**src/rtl/vga_pixel_arbiter.sv**
```systemverilog
// Round-robin owner arbiter for the shared VGA plotter port.
// Bursts end on last pixel, dropped request, or watchdog expiry.
module vga_pixel_arbiter #(
    parameter int MAX_BURST = 20000
) (
    input  logic        clk,
    input  logic        reset_n,
    input  logic [2:0]  req,
    input  logic [2:0]  valid,
    input  logic [2:0]  last,
    input  logic [23:0] x_in,
    input  logic [20:0] y_in,
    input  logic [8:0]  colour_in,
    output logic [2:0]  grant,
    output logic [7:0]  x,
    output logic [6:0]  y,
    output logic [2:0]  colour,
    output logic        writeEn,
    output logic        busy,
    output logic        timeout
);

    localparam logic [15:0] LP_LIM = 16'(MAX_BURST - 1);

    typedef enum logic [1:0] {
        S_IDLE = 2'd0,
        S_OWN  = 2'd1,
        S_GAP  = 2'd2
    } state_t;

    state_t      r_state;
    logic [1:0]  r_owner;
    logic [1:0]  r_ptr;
    logic [15:0] r_cnt;
    logic [2:0]  r_grant;
    logic [7:0]  r_x;
    logic [6:0]  r_y;
    logic [2:0]  r_colour;
    logic        r_we;
    logic        r_timeout;

    state_t      w_state_nxt;
    logic [1:0]  w_owner_nxt;
    logic [1:0]  w_ptr_nxt;
    logic [15:0] w_cnt_nxt;
    logic [2:0]  w_grant_nxt;
    logic [7:0]  w_x_nxt;
    logic [6:0]  w_y_nxt;
    logic [2:0]  w_colour_nxt;
    logic        w_we_nxt;
    logic        w_timeout_nxt;

    logic [1:0]  w_pick;
    logic        w_found;
    logic        w_oq;
    logic        w_ov;
    logic        w_ol;
    logic [7:0]  w_ox;
    logic [6:0]  w_oy;
    logic [2:0]  w_oc;
    logic        w_acc;
    logic        w_lrel;
    logic        w_wd;
    logic        w_rel;

    function automatic logic [1:0] f_wrap(input logic [1:0] p, input int k);
        int s;
        s = int'(p) + k;
        if (s >= 3) s = s - 3;
        return s[1:0];
    endfunction

    // First requester at or after the pointer wins.
    always_comb begin
        w_pick  = 2'd0;
        w_found = 1'b0;
        for (int k = 0; k < 3; k++) begin
            if (!w_found && req[f_wrap(r_ptr, k)]) begin
                w_pick  = f_wrap(r_ptr, k);
                w_found = 1'b1;
            end
        end
    end

    always_comb begin
        w_oq = req[0];
        w_ov = valid[0];
        w_ol = last[0];
        w_ox = x_in[7:0];
        w_oy = y_in[6:0];
        w_oc = colour_in[2:0];
        case (r_owner)
            2'd1: begin
                w_oq = req[1];
                w_ov = valid[1];
                w_ol = last[1];
                w_ox = x_in[15:8];
                w_oy = y_in[13:7];
                w_oc = colour_in[5:3];
            end
            2'd2: begin
                w_oq = req[2];
                w_ov = valid[2];
                w_ol = last[2];
                w_ox = x_in[23:16];
                w_oy = y_in[20:14];
                w_oc = colour_in[8:6];
            end
            default: ;
        endcase
    end

    assign w_acc  = w_ov & w_oq;
    assign w_lrel = w_acc & w_ol;
    assign w_wd   = (r_cnt == LP_LIM);
    assign w_rel  = w_lrel | ~w_oq | w_wd;

    always_comb begin
        w_state_nxt   = r_state;
        w_owner_nxt   = r_owner;
        w_ptr_nxt     = r_ptr;
        w_cnt_nxt     = r_cnt;
        w_grant_nxt   = r_grant;
        w_x_nxt       = r_x;
        w_y_nxt       = r_y;
        w_colour_nxt  = r_colour;
        w_we_nxt      = 1'b0;
        w_timeout_nxt = r_timeout;
        case (r_state)
            S_IDLE: begin
                if (w_found) begin
                    w_owner_nxt = w_pick;
                    w_grant_nxt = 3'b001 << w_pick;
                    w_cnt_nxt   = 16'd0;
                    w_state_nxt = S_OWN;
                end
            end
            S_OWN: begin
                if (w_acc) begin
                    w_x_nxt      = w_ox;
                    w_y_nxt      = w_oy;
                    w_colour_nxt = w_oc;
                    w_we_nxt     = 1'b1;
                end
                if (w_rel) begin
                    w_grant_nxt = 3'b000;
                    w_ptr_nxt   = (r_owner == 2'd2) ? 2'd0 : r_owner + 2'd1;
                    w_state_nxt = S_GAP;
                    // Only a pure watchdog expiry counts as a timeout.
                    if (w_wd && w_oq && !w_lrel) w_timeout_nxt = 1'b1;
                end else if (!w_wd) begin
                    w_cnt_nxt = r_cnt + 16'd1;
                end
            end
            S_GAP: w_state_nxt = S_IDLE;
            default: w_state_nxt = S_IDLE;
        endcase
    end

    always_ff @(posedge clk) begin
        if (!reset_n) begin
            r_state   <= S_IDLE;
            r_owner   <= 2'd0;
            r_ptr     <= 2'd0;
            r_cnt     <= 16'd0;
            r_grant   <= 3'b000;
            r_x       <= 8'd0;
            r_y       <= 7'd0;
            r_colour  <= 3'd0;
            r_we      <= 1'b0;
            r_timeout <= 1'b0;
        end else begin
            r_state   <= w_state_nxt;
            r_owner   <= w_owner_nxt;
            r_ptr     <= w_ptr_nxt;
            r_cnt     <= w_cnt_nxt;
            r_grant   <= w_grant_nxt;
            r_x       <= w_x_nxt;
            r_y       <= w_y_nxt;
            r_colour  <= w_colour_nxt;
            r_we      <= w_we_nxt;
            r_timeout <= w_timeout_nxt;
        end
    end

    assign grant   = r_grant;
    assign x       = r_x;
    assign y       = r_y;
    assign colour  = r_colour;
    assign writeEn = r_we;
    assign busy    = (r_state != S_IDLE);
    assign timeout = r_timeout;

endmodule

```
**config.mk**
```make
export PLATFORM = sky130hd
export DESIGN_NAME = vga_pixel_arbiter
export DESIGN_NICKNAME = d
export VERILOG_FILES = /design/src/rtl/vga_pixel_arbiter.sv
export SDC_FILE = /design/constraint.sdc
export NUM_CORES = 1
export LEC_CHECK = 0
export BUFFER_PORTS_ARGS = -buffer_cell sky130_fd_sc_hd__buf_2
export CAP_MARGIN = 20
export CORE_MARGIN = 5
export CORE_UTILIZATION = 45
export CTS_BUF_LIST = sky130_fd_sc_hd__clkbuf_8 sky130_fd_sc_hd__clkbuf_16
export DETAILED_ROUTE_END_ITERATION = 6
export PLACE_DENSITY = 0.76
export RECOVER_POWER = 50
export SETUP_SLACK_MARGIN = 0.05
export SLEW_MARGIN = 20
export SYNTH_ARGS = -nofsm -noshare
export SYNTH_HDL_FRONTEND = slang
export SYNTH_SLANG_ARGS = --single-unit
```
**constraint.sdc**
```tcl
create_clock -name clk -period 2.1 [get_ports clk]
set_input_delay 0.105 -clock clk [delete_from_list [all_inputs] [get_ports clk]]
set_output_delay 0.105 -clock clk [all_outputs]
set_load 0.02 [all_outputs]
```
==> metrics.md <==
| Metric | Value |
|---|---|
| RSZ-0062 raised after global routing | true |
| WP data required | roughly 2.3 ns |
| Syn Nets | 400 |
| WHS Endpoint | x[1]$_SDFFE_PN0P_ |
| Largest net degree at the start of global routing | 37 |
| HPWL after DPL | about 5700 microns |
| Yosys Warn Count | 0 |
| Critical path fanouts, max | 6 |
| TritonCTS Buffers | 5 |
| Drt total wl | about 8400 microns |
| Worst reg2reg path endpoint | r_cnt[5]$_SDFFE_PN0P_ |
| Syn_area_per_cell | approximately 7.9 sq um |
| Synth unique cells | 52 |
| LEAKAGE | about 1.5 nW |
| Critical Path AT | around 2.3 ns |
| Height of the die | approximately 86 microns |
| Initial antenna violation count | 0 |
| Placed insts | about 500 |
| Routed Antenna Nets | 0 |
| Ordered cell list for the critical path | inv_4, ha_4, nor2_4, a211o_1, a211o_2, or4_1, a21oi_1 |
| Post-synth EDFFs | 0 |
| Antenna diodes | 0 |
| Share of layout cells above drive strength 1 | 0.3717 |
| Mapped Cells | roughly 330 |
| Setup Crit Path Kind | reg -> reg |
| Initial Utilization | 0.4659 |
| Status | complete, no violations |
| DR iter-0 viols | slightly above 200 |
| Post-route DRC | 0 |
| Max Clock Skew | 0.007534 ns |
| Drt pass-1 iters | 4 |
| Fillers | 450 |
| Hold/Removal Path Class | in -> reg |
| Slew headroom | 0.4869 |
| Slowest CP cell | or4_1 |
| Period Utilization, post-route | 0.9987 |
| Register area share after synthesis | 0.3490 |
| Pwr/cell area | between 1000 and 1500 mW/mm^2 |
| Synthesized area | 0.002581 sq mm |
| Worst-path clk slew | approximately 0.090 ns |
| # setup viols final | 0 |
| Max Freq | 0.4768 GHz |
| Top_reg_cell synth | dfxtp_1 |
| Ports | 89 |
| Core box area | roughly 0.0055 sq mm |
| Hold_sp | x_in[1] |
| Via density | approximately 5.6 |
| Hold Vio Cnt, Final | 0 |
| CTS root buf | clkbuf_8 |
| Maximum VDD drop | about 0.65 mV |
| Worst-case reg-to-reg path depth | 7 |
| CTS tree | yes |
| Slew @ Worst Pin | between 0.7 and 0.8 ns |
| Post-synth ARST share | 0 |
| Layout area overhead | 47.16% |
| CTS Hold Buffers Added | 0 |
| Reg2Reg Launch Point | r_owner[0]$_SDFFE_PN0P_ |
| Reg2reg setup slack | between 0.002 and 0.003 ns |
| Port Buffers | 88 |
| Vias in the first global route | about 2800 |
| Layout Nets | approximately 530 |
| Fin. max-slew vios | 0 |
| Clk_lat worst skew | roughly 0.30 ns |
| Crit path largest cell delay | 0.47 ns |
| Non-filler cells in the finished layout | 524 |
| #FFs+latches synth | 45 |
| WHS Path Cells | 3 |
| GRT overflow | 0 |
| Vias | ~2900 |
| CP startpoint kind | flop |
| Routability cong. | around 0.82 |
| Worst setup EP type | flop |
| H-tree depth | 2 |
| Maxcap violations | 0 |
| First-pass GRT wire length | roughly 13000 microns |
| Total track usage | 0.2112 |
| Row cnt | 27 |
| WL per Instance | approximately 16 microns |
| Die ar. | 0.007350 sq mm |
| DIE WIDTH | approximately 86 microns |
| Min cycle time layout | 2.097 ns |
| Core Util, Final | 0.6856 |
| CTS Sinks | 45 |
| Max clock buf depth | 2 |
-- what timing repair did --
action                                  in CTS  in global routing
gates cloned                                 1                  4
buffers inserted                             4                  4
gates resized for setup                     16                 35
pin swaps                                   13                 14
endpoints found under the setup margin      16                 39
-- metrics by stage --
stage / TNS, ns / power [mW] / setup slack, ns / instance area [sq um] / hold WS [ns]
after CTS: 0 / 4.298 / 0.03493 / 3597 / 0.09011
after global routing: -1.011 / 4.981 / -0.06768 / 3799 / 0.09028
after detailed placement: -0.3763 / 3.350 / -0.08085 / 3368 / 0.4126
after floorplan: -0.05229 / 2.555 / -0.03209 / 2641 / 0.2225
final: 0 / 4.714 / 0.002782 / 3799 / 0.09548
after global placement: -0.01916 / 3.302 / -0.01499 / 3368 / 0.3978
-- sequential cells by signal, summed over array words and instances (netlist names) --
name     cells
colour       3
grant        3
r_cnt       16
r_owner      2
r_ptr        2
r_state      2
timeout      1
writeEn      1
x            8
y            7
-- per-layer routing --
metal / global-route usage / vias up / share of wire
met5: 0 / - / 0
met3: 0.05860 / 7 / 0.078
li1: - / 1462 / -
met2: 0.3736 / 118 / 0.51
met4: 0.08058 / 0 / 0.011
met1: 0.2403 / 1340 / 0.40
-- logic make-up (layout without fill, tap and decap cells) --
| group | Yosys count | after routing | share of synthesized area |
|---|---|---|---|
| adders and majority gates | 9 | 9 | 0.04363 |
| and+or+nand+nor | 111 | 111 | 0.2070 |
| AOI/OAI and AO/OA | 122 | 123 | 0.3223 |
| buffers and inverters | 33 | 158 | 0.05478 |
| DFF | 45 | 45 | 0.3490 |
| muxes | 6 | 6 | 0.02327 |
-- how the worst max path moves through the flow --
stage	from	to	slack, ns	cells past startpoint
after floorplan	r_owner[0]$_SDFFE_PN0P_	r_cnt[5]$_SDFFE_PN0P_	-0.03	9
after global placement	r_ptr[0]$_SDFFE_PN0P_	r_cnt[15]$_SDFFE_PN0P_	-0.01	7
after detailed placement	r_owner[0]$_SDFFE_PN0P_	r_cnt[5]$_SDFFE_PN0P_	-0.08	7
after CTS	r_ptr[1]$_SDFFE_PN0P_	grant[2]$_SDFFE_PN0P_	0.03	8
after global routing	r_owner[0]$_SDFFE_PN0P_	x[5]$_SDFFE_PN0P_	-0.07	10
final	r_owner[0]$_SDFFE_PN0P_	r_cnt[5]$_SDFFE_PN0P_	0.003	7
-- worst max-delay path, delay by kind of cell (launching register included) --
kind / cells / cell delay (ns)
AOI/OAI and AO/OA: 3 / 0.78
and+or+nand+nor: 2 / 0.52
DFF: 1 / 0.38
adders and majority gates: 1 / 0.31
buffers and inverters: 1 / 0.05
-- cell usage in the layout (no fill, tap or decap), drive strengths merged, types with 5 or more instances in the layout --
cell type | Yosys | layout
a211o | 4 | 5
a21oi | 38 | 38
a22oi | 22 | 22
buf | 9 | 116
clkbuf | 13 | 28
dfxtp | 45 | 45
ha | 9 | 9
inv | 11 | 11
mux2i | 6 | 6
nand2 | 53 | 53
nand2b | 8 | 8
nand3 | 12 | 12
nor2 | 10 | 10
nor3 | 5 | 5
o211ai | 21 | 21
o21ai | 9 | 9
-- power by group --
group / internal [mW] / switching [mW]
clock network: 0.473 / 0.311
logic: 1.26 / 1.56
registers: 1.01 / 0.104
-- cell type report --
cell class | instances | area, sq um | area share
sequential | 45 | 910.9 | 0.2398
timing repair buffer | 139 | 879.6 | 0.2316
clock buffer | 5 | 68.82 | 0.01812
tap | 72 | 90.09 | 0.02372
inverter | 11 | 43.79 | 0.01153
multi-input combinational | 249 | 1740 | 0.4582
clock inverter | 3 | 65.06 | 0.01713
-- synthesized netlist by cell type, types with 2 or more instances --
cell	count	area (sq um)
ha_1	9	112.6
nor2_1	10	37.54
a21o_1	2	15.01
a21oi_1	38	190.2
buf_2	6	30.03
a211o_1	4	35.03
buf_1	2	7.510
nor4_1	2	12.51
mux2i_1	6	60.06
nand2_1	53	198.9
a211oi_1	4	30.03
o211a_1	2	20.02
dfxtp_1	45	900.9
clkbuf_2	2	10.01
a221o_1	2	20.02
a31oi_1	2	12.51
and3_1	3	18.77
clkbuf_1	11	41.29
o21ai_0	9	45.04
nor3_1	5	25.02
inv_1	11	41.29
or4_1	4	30.03
o211ai_1	21	157.7
nand2b_1	8	50.05
nand3_1	12	60.06
a22oi_1	21	157.7
nor2b_1	3	18.77
nand4_1	3	18.77
o31ai_1	3	22.52
Note: power is estimated with default switching activity, not from simulation.
